--- src/rtl/cache_pkg.sv ---
// Shared constants and state encoding for the direct-mapped cache miss-handling logic.
// Block geometry is 8 words of 16 bits, so a block covers 16 bytes of address space.
package cache_pkg;

  localparam int DEFAULT_ADDR_W  = 16;
  localparam int DEFAULT_DATA_W  = 16;
  localparam int WORDS_PER_BLOCK = 8;
  localparam int WORD_SEL_W      = $clog2(WORDS_PER_BLOCK);
  localparam int BLOCK_OFFSET_W  = WORD_SEL_W + 1;
  // One extra bit so the request counter can hold WORDS_PER_BLOCK itself
  localparam int CNT_W           = WORD_SEL_W + 1;

  typedef enum logic {
    IDLE = 1'b0,
    FILL = 1'b1
  } fill_state_e;

endpackage

--- src/rtl/cache_fill_counter.sv ---
// Word counter used by the fill controller: synchronous clear, count enable,
// and a flag raised while the count equals TERMINAL.
module cache_fill_counter #(
  parameter int CNT_W    = 4,
  parameter int TERMINAL = 8
) (
  input  logic             clk,
  input  logic             rst,
  input  logic             clear,
  input  logic             enable,
  output logic [CNT_W-1:0] count,
  output logic             terminal
);

  always_ff @(posedge clk) begin
    if (rst || clear) begin
      count <= '0;
    end else if (enable) begin
      count <= count + CNT_W'(1);
    end
  end

  assign terminal = (count == CNT_W'(TERMINAL));

endmodule

--- src/rtl/cache_fill_controller.sv ---
// Miss-handling FSM: on a miss, requests every word of the block from memory, writes each
// returned word into the data array and writes the tag together with the final word.
module cache_fill_controller
  import cache_pkg::*;
#(
  parameter int ADDR_W = DEFAULT_ADDR_W,
  parameter int DATA_W = DEFAULT_DATA_W
) (
  input  logic              clk,
  input  logic              rst,
  input  logic              miss_detected,
  input  logic [ADDR_W-1:0] miss_address,
  input  logic [DATA_W-1:0] memory_data,
  input  logic              memory_data_valid,
  output logic              fsm_busy,
  output logic              memory_enable,
  output logic [ADDR_W-1:0] memory_address,
  output logic              write_data_array,
  output logic              write_tag_array,
  output logic [ADDR_W-1:0] cache_address,
  output logic [DATA_W-1:0] cache_data
);

  localparam logic [ADDR_W-1:0] BLOCK_MASK = ~ADDR_W'((1 << BLOCK_OFFSET_W) - 1);

  fill_state_e       state;
  fill_state_e       next_state;
  logic [ADDR_W-1:0] base;
  logic [CNT_W-1:0]  req_cnt;
  logic [CNT_W-1:0]  rcv_cnt;
  logic              req_done;
  logic              rcv_last;
  logic              start_fill;
  logic              req_en;
  logic              rcv_en;

  cache_fill_counter #(
    .CNT_W   (CNT_W),
    .TERMINAL(WORDS_PER_BLOCK)
  ) u_req_counter (
    .clk     (clk),
    .rst     (rst),
    .clear   (start_fill),
    .enable  (req_en),
    .count   (req_cnt),
    .terminal(req_done)
  );

  cache_fill_counter #(
    .CNT_W   (CNT_W),
    .TERMINAL(WORDS_PER_BLOCK - 1)
  ) u_rcv_counter (
    .clk     (clk),
    .rst     (rst),
    .clear   (start_fill),
    .enable  (rcv_en),
    .count   (rcv_cnt),
    .terminal(rcv_last)
  );

  always_ff @(posedge clk) begin
    if (rst) begin
      state <= IDLE;
    end else begin
      state <= next_state;
    end
  end

  // Base low bits are forced to zero, so OR-ing the word offset never carries out of the block
  always_ff @(posedge clk) begin
    if (rst) begin
      base <= '0;
    end else if (start_fill) begin
      base <= miss_address & BLOCK_MASK;
    end
  end

  always_comb begin
    next_state       = state;
    start_fill       = 1'b0;
    req_en           = 1'b0;
    rcv_en           = 1'b0;
    fsm_busy         = 1'b0;
    memory_enable    = 1'b0;
    memory_address   = '0;
    write_data_array = 1'b0;
    write_tag_array  = 1'b0;
    cache_address    = '0;
    cache_data       = '0;
    case (state)
      IDLE: begin
        if (miss_detected) begin
          start_fill = 1'b1;
          next_state = FILL;
        end
      end
      FILL: begin
        fsm_busy = 1'b1;
        if (!req_done) begin
          memory_enable  = 1'b1;
          memory_address = base | (ADDR_W'(req_cnt) << 1);
          req_en         = 1'b1;
        end
        // Returns may arrive while requests are still being issued
        if (memory_data_valid) begin
          write_data_array = 1'b1;
          cache_address    = base | (ADDR_W'(rcv_cnt) << 1);
          cache_data       = memory_data;
          rcv_en           = 1'b1;
          if (rcv_last) begin
            write_tag_array = 1'b1;
            next_state      = IDLE;
          end
        end
      end
      default: next_state = IDLE;
    endcase
  end

endmodule

--- config.mk ---
export PLATFORM = sky130hd
export DESIGN_NAME = cache_fill_controller
export DESIGN_NICKNAME = d
export VERILOG_FILES = /design/src/rtl/cache_pkg.sv /design/src/rtl/cache_fill_counter.sv /design/src/rtl/cache_fill_controller.sv
export SDC_FILE = /design/constraint.sdc
export NUM_CORES = 1
export LEC_CHECK = 0
export CORE_UTILIZATION = 38
export CTS_CLUSTER_DIAMETER = 120
export DETAILED_ROUTE_END_ITERATION = 6
export PLACE_DENSITY = 0.91
export SLEW_MARGIN = 25
export SYNTH_ARGS = -nofsm -noshare
export SYNTH_HDL_FRONTEND = slang
export SYNTH_SLANG_ARGS = --single-unit
--- constraint.sdc ---
create_clock -name clk -period 2.3 [get_ports clk]
set_input_delay 0.345 -clock clk [delete_from_list [all_inputs] [get_ports clk]]
set_output_delay 0.345 -clock clk [all_outputs]
set_load 0.005 [all_outputs]
==> results of run 1 <==
## cell families after synthesis
| group | after synthesis | share of synthesized area (%) |
|---|---|---|
| adders and majority gates | 3 | 2.99 |
| xor gates and xnor gates | 3 | 2.09 |
| DFF | 21 | 33.5 |
| AOI/OAI and AO/OA | 18 | 8.28 |
| muxes | 1 | 0.798 |
| other | 1 | 0.299 |
| and+or+nand+nor | 94 | 43.1 |
| buffers and inverters | 19 | 8.97 |
## cell usage in the layout, fill, tap and decap left out, types with 2 or more instances in the layout
| cell | n |
|---|---|
| nand4_1 | 3 |
| clkdlybuf4s50_1 | 79 |
| buf_4 | 7 |
| clkbuf_4 | 3 |
| xor2_1 | 2 |
| a21oi_1 | 14 |
| inv_1 | 4 |
| nand3_1 | 3 |
| and3_4 | 2 |
| dfxtp_1 | 19 |
| conb_1 | 2 |
| ha_1 | 2 |
| dlymetal6s2s_1 | 2 |
| nor2_1 | 6 |
| and3_1 | 42 |
| nand2_1 | 30 |
## layout make-up
class | instances | share of cell area (%)
tap | 44 | 2.59
multi-input combinational | 121 | 34.2
timing repair buffer | 89 | 41.3
inverter | 4 | 0.705
sequential | 21 | 20.0
clock buffer | 4 | 1.23
## layer usage
metal  track usage (%)  wire length [microns]  part of all wire [%]  vias to the layer above
li1                  -                      -                     -                      702
met1              20.8                   1430                    41                      620
met2              36.6                   1760                    51                       58
met3              2.84                    222                   6.4                        4
met4              8.16                     40                   1.2                        0
met5                 0                      0                     0                        -
## how the worst max path moves through the flow
stage                           start                  to  slack [ns]  cells past startpoint
3_3_place_gp        memory_data_valid     write_tag_array        0.14                      4
2_1_floorplan  u_req_counter.count[0]  memory_address[10]        0.88                      5
4_1_cts        u_req_counter.count[1]   memory_address[9]        0.03                      6
6_report       u_req_counter.count[1]  memory_address[10]        0.08                      6
3_5_place_dp        memory_data_valid     write_tag_array        0.12                      4
5_1_grt        u_req_counter.count[0]   memory_address[7]      -0.004                      6
## flip-flops by register name, summed over array words and instances, names as in the netlist
| name | count |
|---|---|
| base | 12 |
| state | 1 |
| u_rcv_counter.count | 4 |
| u_req_counter.count | 4 |
## tightest hold or removal path, cell delays in order, from the launching register on
cell	delay (ns)
dfxtp_1	0.33
nand2_1	0.05
a21oi_1	0.05
## Yosys cell counts (2+ instances only)
master    count
and3_1       42
nand2_1      30
dfxtp_1      21
a21oi_1      14
clkbuf_2      6
nor2_1        6
inv_1         4
buf_4         3
buf_6         3
clkbuf_1      3
ha_1          3
nand3_1       3
nand4_1       3
and3_4        2
xor2_1        2
## timing repair
action,in CTS,in global routing
gates resized for setup,1,6
setup buffers,3,0
pin swaps,0,0
cloned,0,0
endpoints found under the setup margin,1,36
hold buffers,0,0
## power groups by stage
stage               combinational [mW]  clock (mW)  sequential [mW]
finish                           0.196       0.179            0.395
global route                     0.214       0.196            0.398
floorplan                       0.0924           0            0.397
CTS                              0.195       0.179            0.395
detailed placement               0.195           0            0.403
global placement                 0.192           0            0.402
## metrics by stage
stage          instance area (sq um)  total power [mW]  worst slack (ns)  utilization, %  hold slack (ns)
5_1_grt                         2130             0.808          -0.00437            68.6            0.507
3_5_place_dp                    2060             0.598             0.123            66.5            0.454
4_1_cts                         2110             0.769            0.0337            68.1            0.470
3_3_place_gp                    2060             0.594             0.142            66.5            0.447
2_1_floorplan                   1260             0.489             0.883               -            0.414
6_report                        2130             0.771            0.0819            68.6            0.470
==> run_results.csv, run 1 <==
group,metric,value,unit
timing,setup_viol,0,
detailed_routing,first_pass_iters,4,
setup_path,endpoint_kind,"output port",
layout,drive_gt1_share,9.21,%
timing,finalClockSkew,0.00598,ns
power,intPower,0.567,mW
layout,fin_nets,279,
global_routing,grt_pass1_wl,5.15,mm
power,p_per_area,362,mW/mm^2
setup_path,cp.arrival,1.87,ns
clock_tree,clk_latency,0.30,ns
clock_tree,numCtsBuffers,3,
placed_design,placed_cells,276,
floorplan,core_area,0.00310,sq mm
hold_path,holdCritStartpoint,"base[10]",
setup_path,slowest_delay,0.44,ns
setup_path,r2r-end,"u_req_counter.count[1]",
setup_path,crit_fanout,7,
timing,setup_tns,0,ns
synth,synth_edf_count,0,
run,drv_cap,0,
power,pwr-share-seq,51.2,%
floorplan,io_pins,88,
power,power_leakage,0.982,nW
global_routing,antenna_found_initial,0,
run_status,status,"completed",
global_routing,track_usage,19.2,%
layout,area_delta_synth_final,69.7,%
layout,regArea,425,sq um
setup_path,r2r_start,"state",
floorplan,start_util,40.4,%
layout,multi_input_area,728,sq um
clock_tree,path_clk_slew,0.12,ns
power,power_frac_comb,25.5,%
detailed_routing,ant_nets,0,
hold_path,min_to,"base[10]",
synth,synth_top_area_share,33.5,%
clock_tree,clock-sinks,21,
detailed_routing,viasPerCell,4.89,
synth,syn_avg_cell_area,7.84,sq um
synth,ys_ff_latch,21,
global_routing,grt_max_degree,38,
clock_tree,cts_root_buf,"clkbuf_4",
timing,fmax,451,MHz
detailed_routing,wire_per_inst,12.2,microns
setup_path,worstPathCellList,"inv_1, ha_2, nand3b_4, buf_4, and3_1, clkdlybuf4s50_1",
timing,period_share,96.4,%
synth,async_flop_share,0,%
clock_tree,cts_max_path_buffers,2,
power,clkPwrFrac,23.3,%
setup_path,crit_required,1.96,ns
timing,slew_viol_final,0,
global_routing,grt_overflow,0,
clock_tree,cts_tree,"done",
detailed_routing,drcViolationCount,0,
synth,synth_cell_types,30,
synth,synth_area,0.00125,sq mm
layout,layout.cells.non_filler,283,
timing,period_needed,2.22,ns
detailed_routing,dr_total_vias,1384,
setup_path,cp-start-kind,"flip-flop",
setup_path,r2r_slack,0.81,ns
setup_path,path_class,"flip-flop to output port",
synth,synth_top_area_cell,"dfxtp_1",
layout,antenna_cells,0,
power,swShare,26.4,%
floorplan,die_height,59.5,microns
placed_design,gp_congestion,0.725,
detailed_routing,drt_iter0_drc,40,
power,vdd_drop_max,307,uV
layout,n_fill_cell,280,
power,p_switching,0.203,mW
synth,yosys-top-cells-area,"dfxtp_1, and3_1, nand2_1",
synth,synth_flop_cell,"dfxtp_1",
setup_path,cp_top_family,"buffers and inverters",
setup_path,reg2reg_depth,4,
placed_design,numPortBuffers,81,
setup_path,crit_buf_inv,3,
floorplan,die_area,0.00354,sq mm
hold_path,hp-class,"flip-flop to flip-flop",
detailed_routing,wirelength,3.46,mm
synth,synth_warnings,0,
global_routing,grt_pass1_vias,1197,
setup_path,crit_path_top_delay_cell,"clkdlybuf4s50_1",
floorplan,rows,20,
clock_tree,ctsHtreeMaxLevel,1,
hold_path,hold_depth,2,
synth,ys_seq_area_share,33.5,%
timing,hold_viol,0,
synth,netlist_instances,160,
floorplan,dieWidth,59.5,microns
No activity file was read; power rests on OpenSTA's default activity.
==> inputs of run 2 (changes only) <==
- CAP_MARGIN: not set -> 20
- CORE_UTILIZATION: 38 -> 39
- CTS_BUF_LIST: not set -> sky130_fd_sc_hd__clkbuf_8
- PLACE_DENSITY: 0.91 -> 0.93
==> run 2 against run 1 <==
Net effect:
- worst hold slack got worse by 0.0057 ns
- routed wire length grew 5.2%
- via count grew 2.0%
- final cell count is the same
- die area fell by 2.5%
- power is 7.3% higher
- worst setup slack better by 0.018 ns
- first-iteration DRC count increased by 15%
- largest cell class unchanged
==> run_results.csv, run 2 (synthesis gave the netlist of run 1 again) <==
group,metric,value,unit
setup_path,crit_fanout,9,
clock_tree,cts_root_buf,"clkbuf_8",
setup_path,cp_top_family,"buffers and inverters",
placed_design,place_worst_setup_slack,0.0950,ns
global_routing,antenna_found_initial,0,
floorplan,die_height,58.7,microns
layout,reg.largest.list,"base: 12 flops, u_rcv_counter.count: 4 flops, u_req_counter.count: 4 flops",
detailed_routing,wire_per_inst,12.8,microns
timing,rsz0062_at_grt,"false",
setup_path,crit_path_top_delay_cell,"clkdlybuf4s50_1",
layout,largest-register,"base",
floorplan,io_pins,88,
setup_path,cp-start-kind,"flip-flop",
floorplan,dieWidth,58.7,microns
hold_path,holdCritStartpoint,"base[11]",
clock_tree,path_clk_slew,0.07,ns
layout,final_common_cell,"clkdlybuf4s50_1",
global_routing,track_usage,21.2,%
layout,area_delta_synth_final,70.2,%
timing,slew_viol_final,0,
setup_path,path_class,"flip-flop to output port",
timing,period_share,95.7,%
power,vdd_drop_max,340,uV
hold_path,hp-class,"flip-flop to flip-flop",
setup_path,crit_required,1.96,ns
placed_design,dp_hpwl,2.71,mm
global_routing,grt_overflow,0,
clock_tree,cts_max_path_buffers,2,
setup_path,crit_buf_inv,3,
power,power_leakage,0.966,nW
layout,n_fill_cell,260,
detailed_routing,first_pass_iters,4,
global_routing,grt_pass1_wl,5.63,mm
layout,final_cell_mix,"clkdlybuf4s50_1, and3_1, nand2_1, dfxtp_1, a21oi_1",
detailed_routing,drt_iter0_drc,46,
placed_design,place_area,0.00207,sq mm
layout,drive_gt1_share,8.37,%
global_routing,grt_pass1_vias,1273,
floorplan,die_area,0.00345,sq mm
timing,fmax,455,MHz
timing,finalClockSkew,0.00340,ns
detailed_routing,dr_total_vias,1411,
placed_design,gp_congestion,0.759,
placed_design,numPortBuffers,81,
layout,fin_nets,279,
floorplan,start_util,41.1,%
placed_design,placed_cells,277,
timing,setup_viol,0,
clock_tree,clock-sinks,21,
setup_path,worstPathCellList,"inv_1, ha_1, nand3b_4, buf_4, and3_1, clkdlybuf4s50_1",
timing,setup_tns,0,ns
clock_tree,cts_hold_buf,0,
run_status,status,"completed",
setup_path,cp.arrival,1.86,ns
setup_path,endpoint_kind,"output port",
layout,antenna_cells,0,
setup_path,r2r_start,"state",
power,power,0.827,mW
run,drv_cap,0,
layout,fin_area,0.00214,sq mm
detailed_routing,wirelength,3.63,mm
timing,fin_ws,0.0999,ns
power,p_per_area,387,mW/mm^2
timing,period_needed,2.20,ns
floorplan,rows,20,
clock_tree,cts_tree,"done",
detailed_routing,viasPerCell,4.99,
layout,largest_reg_flops,12,
detailed_routing,drcViolationCount,0,
timing,hold_viol,0,
clock_tree,ctsHtreeMaxLevel,1,
setup_path,startpoint,"u_req_counter.count[1]",
setup_path,slowest_delay,0.51,ns
clock_tree,numCtsBuffers,3,
floorplan,core_area,0.00305,sq mm
global_routing,grt_max_degree,28,
clock_tree,clk_latency,0.26,ns
layout,layout.cells.non_filler,283,
detailed_routing,ant_nets,0,
-- run 2: where the power goes --
group          switching, mW  internal [mW]  leakage, nW
clock network          0.115          0.119       0.0269
registers             0.0127          0.380        0.172
logic                 0.0808          0.120        0.767
total                  0.208          0.619        0.966
-- run 2: layout make-up --
cell class                      instances  area, sq um  area share (%)
Clock buffer                            3         41.3            1.93
Clock inverter                          1         3.75           0.176
Inverter                                4         15.0           0.703
Multi-Input combinational cell        121          726            34.0
Sequential cell                        21          422            19.7
Tap cell                               44         55.1            2.58
Timing Repair Buffer                   89          873            40.9
-- run 2: final timing paths --
check,to,slack (ns),depth (start not counted)
worst max-delay path,memory_address[15],0.1,6
worst max register to register,u_req_counter.count[1],1.04,4
worst min-delay path,base[11],0.46,2
worst min register to register,base[11],0.46,2
-- run 2: routing by layer --
layer,global-route usage [%],routed length (microns)
met4,9.52,59
met3,3.30,221
met2,38.8,1910
met1,24.0,1440
met5,0,0
-- run 2: worst register-to-register path: cells and delay by family, from the launching register on --
kind / cells / cell delay (ns)
AOI/OAI and AO/OA: 1 / 0.21
DFF: 1 / 0.36
buffers and inverters: 1 / 0.18
and+or+nand+nor: 2 / 0.44
-- run 2: per-stage QoR --
stage | hold WS, ns | util, %
after floorplan | 0.414 | -
after global routing | 0.500 | 70.0
after global placement | 0.447 | 67.9
final | 0.465 | 70.0
after detailed placement | 0.458 | 67.9
after CTS | 0.468 | 69.8
-- run 2: repair_timing --
action / 4_1_cts / 5_1_grt
gates resized for setup: 0 / 2
pin swaps: 0 / 0
buffers inserted: 2 / 0
endpoints found under the setup margin: 1 / 15
==> inputs of run 3 (changes only) <==
- CORE_UTILIZATION: 39 -> 38
- CTS_BUF_LIST: sky130_fd_sc_hd__clkbuf_8 -> sky130_fd_sc_hd__clkbuf_8 sky130_fd_sc_hd__clkbuf_16
- PLACE_DENSITY: 0.93 -> 0.91
==> run 3 against run 2 <==
Net effect:
- critical path depth unchanged
- sequential cell count unchanged
- power decreased by 0.28%
- global-route usage decreased by 1.9 points
- clock skew increased by 0.0028 ns
- critical path type unchanged
- maximum frequency decreased by 0.14%
==> run_results.csv, run 3 (synthesis gave the netlist of run 1 again) <==
group,metric,value,unit
floorplan,dieWidth,59.5,microns
layout,drive_gt1_share,8.79,%
setup_path,worstPathCellList,"inv_1, ha_1, nand3b_4, buf_4, and3_1, clkdlybuf4s50_1",
clock_tree,cts_hold_buf,0,
timing,finalClockSkew,0.00621,ns
setup_path,crit_cells,6,
floorplan,rows,20,
placed_design,numPortBuffers,81,
setup_path,cp.arrival,1.86,ns
placed_design,gp_congestion,0.725,
timing,hold_viol,0,
global_routing,track_usage,19.3,%
timing,rsz0062_at_grt,"false",
timing,fmax,454,MHz
clock_tree,cts_root_buf,"clkbuf_8",
setup_path,cp_top_family,"buffers and inverters",
timing,period_share,95.8,%
floorplan,die_height,59.5,microns
detailed_routing,viasPerCell,4.83,
detailed_routing,wirelength,3.50,mm
hold_path,hold_depth,2,
floorplan,core_area,0.00310,sq mm
setup_path,crit_required,1.96,ns
clock_tree,path_clk_slew,0.08,ns
detailed_routing,first_pass_iters,4,
layout,fin_util,68.9,%
layout,fin_nets,279,
power,power_leakage,0.958,nW
hold_path,hp-class,"flip-flop to flip-flop",
timing,period_needed,2.20,ns
detailed_routing,dr_total_vias,1366,
run,drv_cap,0,
global_routing,grt_max_degree,38,
layout,final_common_cell,"clkdlybuf4s50_1",
setup_path,crit_fanout,7,
setup_path,reg2reg_depth,4,
run_status,status,"completed",
setup_path,path_class,"flip-flop to output port",
setup_path,crit_buf_inv,3,
detailed_routing,drcViolationCount,0,
layout,final_cell_mix,"clkdlybuf4s50_1, and3_1, nand2_1, dfxtp_1, a21oi_1",
layout,reg.largest.list,"base: 12 flops, u_rcv_counter.count: 4 flops, u_req_counter.count: 4 flops",
layout,largest-register,"base",
clock_tree,numCtsBuffers,3,
setup_path,endpoint_kind,"output port",
clock_tree,clock-sinks,21,
setup_path,cp-start-kind,"flip-flop",
detailed_routing,ant_nets,0,
timing,slew_viol_final,0,
clock_tree,cts_max_path_buffers,2,
floorplan,die_area,0.00354,sq mm
clock_tree,ctsHtreeMaxLevel,1,
global_routing,grt_pass1_vias,1211,
layout,largest_reg_flops,12,
setup_path,slowest_delay,0.51,ns
layout,fin_area,0.00214,sq mm
power,vdd_drop_max,327,uV
global_routing,antenna_found_initial,0,
floorplan,start_util,40.4,%
layout,area_delta_synth_final,70.4,%
floorplan,io_pins,88,
power,p_per_area,386,mW/mm^2
detailed_routing,drt_iter0_drc,51,
global_routing,grt_pass1_wl,5.20,mm
timing,setup_tns,0,ns
global_routing,grt_overflow,0,
detailed_routing,wire_per_inst,12.4,microns
setup_path,crit_path_top_delay_cell,"clkdlybuf4s50_1",
placed_design,place_area,0.00206,sq mm
timing,setup_viol,0,
layout,antenna_cells,0,
clock_tree,cts_tree,"done",
clock_tree,clk_latency,0.26,ns
## run 3: changes by cell type in the layout (fill, tap and decap cells not counted)
cell and change:
clkdlybuf4s50_1 +1, buf_6 +1, dfxtp_2 +1, dlymetal6s2s_1 -1, dfxtp_1 -1, buf_4 -1
## run 3: area by class of cell
class                   instances  area, sq um
fillers                       279          965
repair buffers                 89          875
multi-input cells             121          726
flip-flops and latches         21          423
well taps                      44         55.1
clock buffers                   3         41.3
inverters                       4         15.0
clock inverters                 1         3.75
## run 3: layer usage
layer  track usage, %  wire (microns)  vias up
met5                0               0        -
met4             8.16              48        0
met3             3.06             195        6
met2             36.3            1790       52
met1             21.2            1460      607
li1                 -               -      701
## run 3: path summary, 6_finish.rpt
check | startpoint | end | slack [ns]
max | u_req_counter.count[0] | memory_address[9] | 0.1
min | base[10] | base[10] | 0.46
max reg2reg | state | u_req_counter.count[1] | 0.83
min reg2reg | base[10] | base[10] | 0.46
## run 3: worst register-to-register path, delay by kind of cell (launching register included)
kind | cells | cell delay, ns
flip-flops | 1 | 0.52
buffers and inverters | 1 | 0.23
AND/OR/NAND/NOR | 2 | 0.43
AO/OA/AOI/OAI | 1 | 0.20
## run 3: repair_timing
action | in CTS | in global routing
gates resized for setup | 0 | 3
hold endpoints to repair | 0 | 0
pin swaps | 0 | 0
setup endpoints to repair | 1 | 13
setup buffers | 3 | 0
## run 3: where the power goes
group | internal, mW | switching [mW]
clock | 0.119 | 0.114
combinational | 0.119 | 0.0768
sequential | 0.380 | 0.0152
total | 0.618 | 0.206
## run 3: per-stage QoR
stage	total power, mW	hold slack [ns]	instances	setup slack, ns
6_report	0.825	0.464	283	0.0968
5_1_grt	0.866	0.501	283	0.00587
4_1_cts	0.826	0.465	283	0.0610
3_5_place_dp	0.598	0.454	276	0.123
3_3_place_gp	0.594	0.447	276	0.142
2_1_floorplan	0.489	0.414	161	0.883
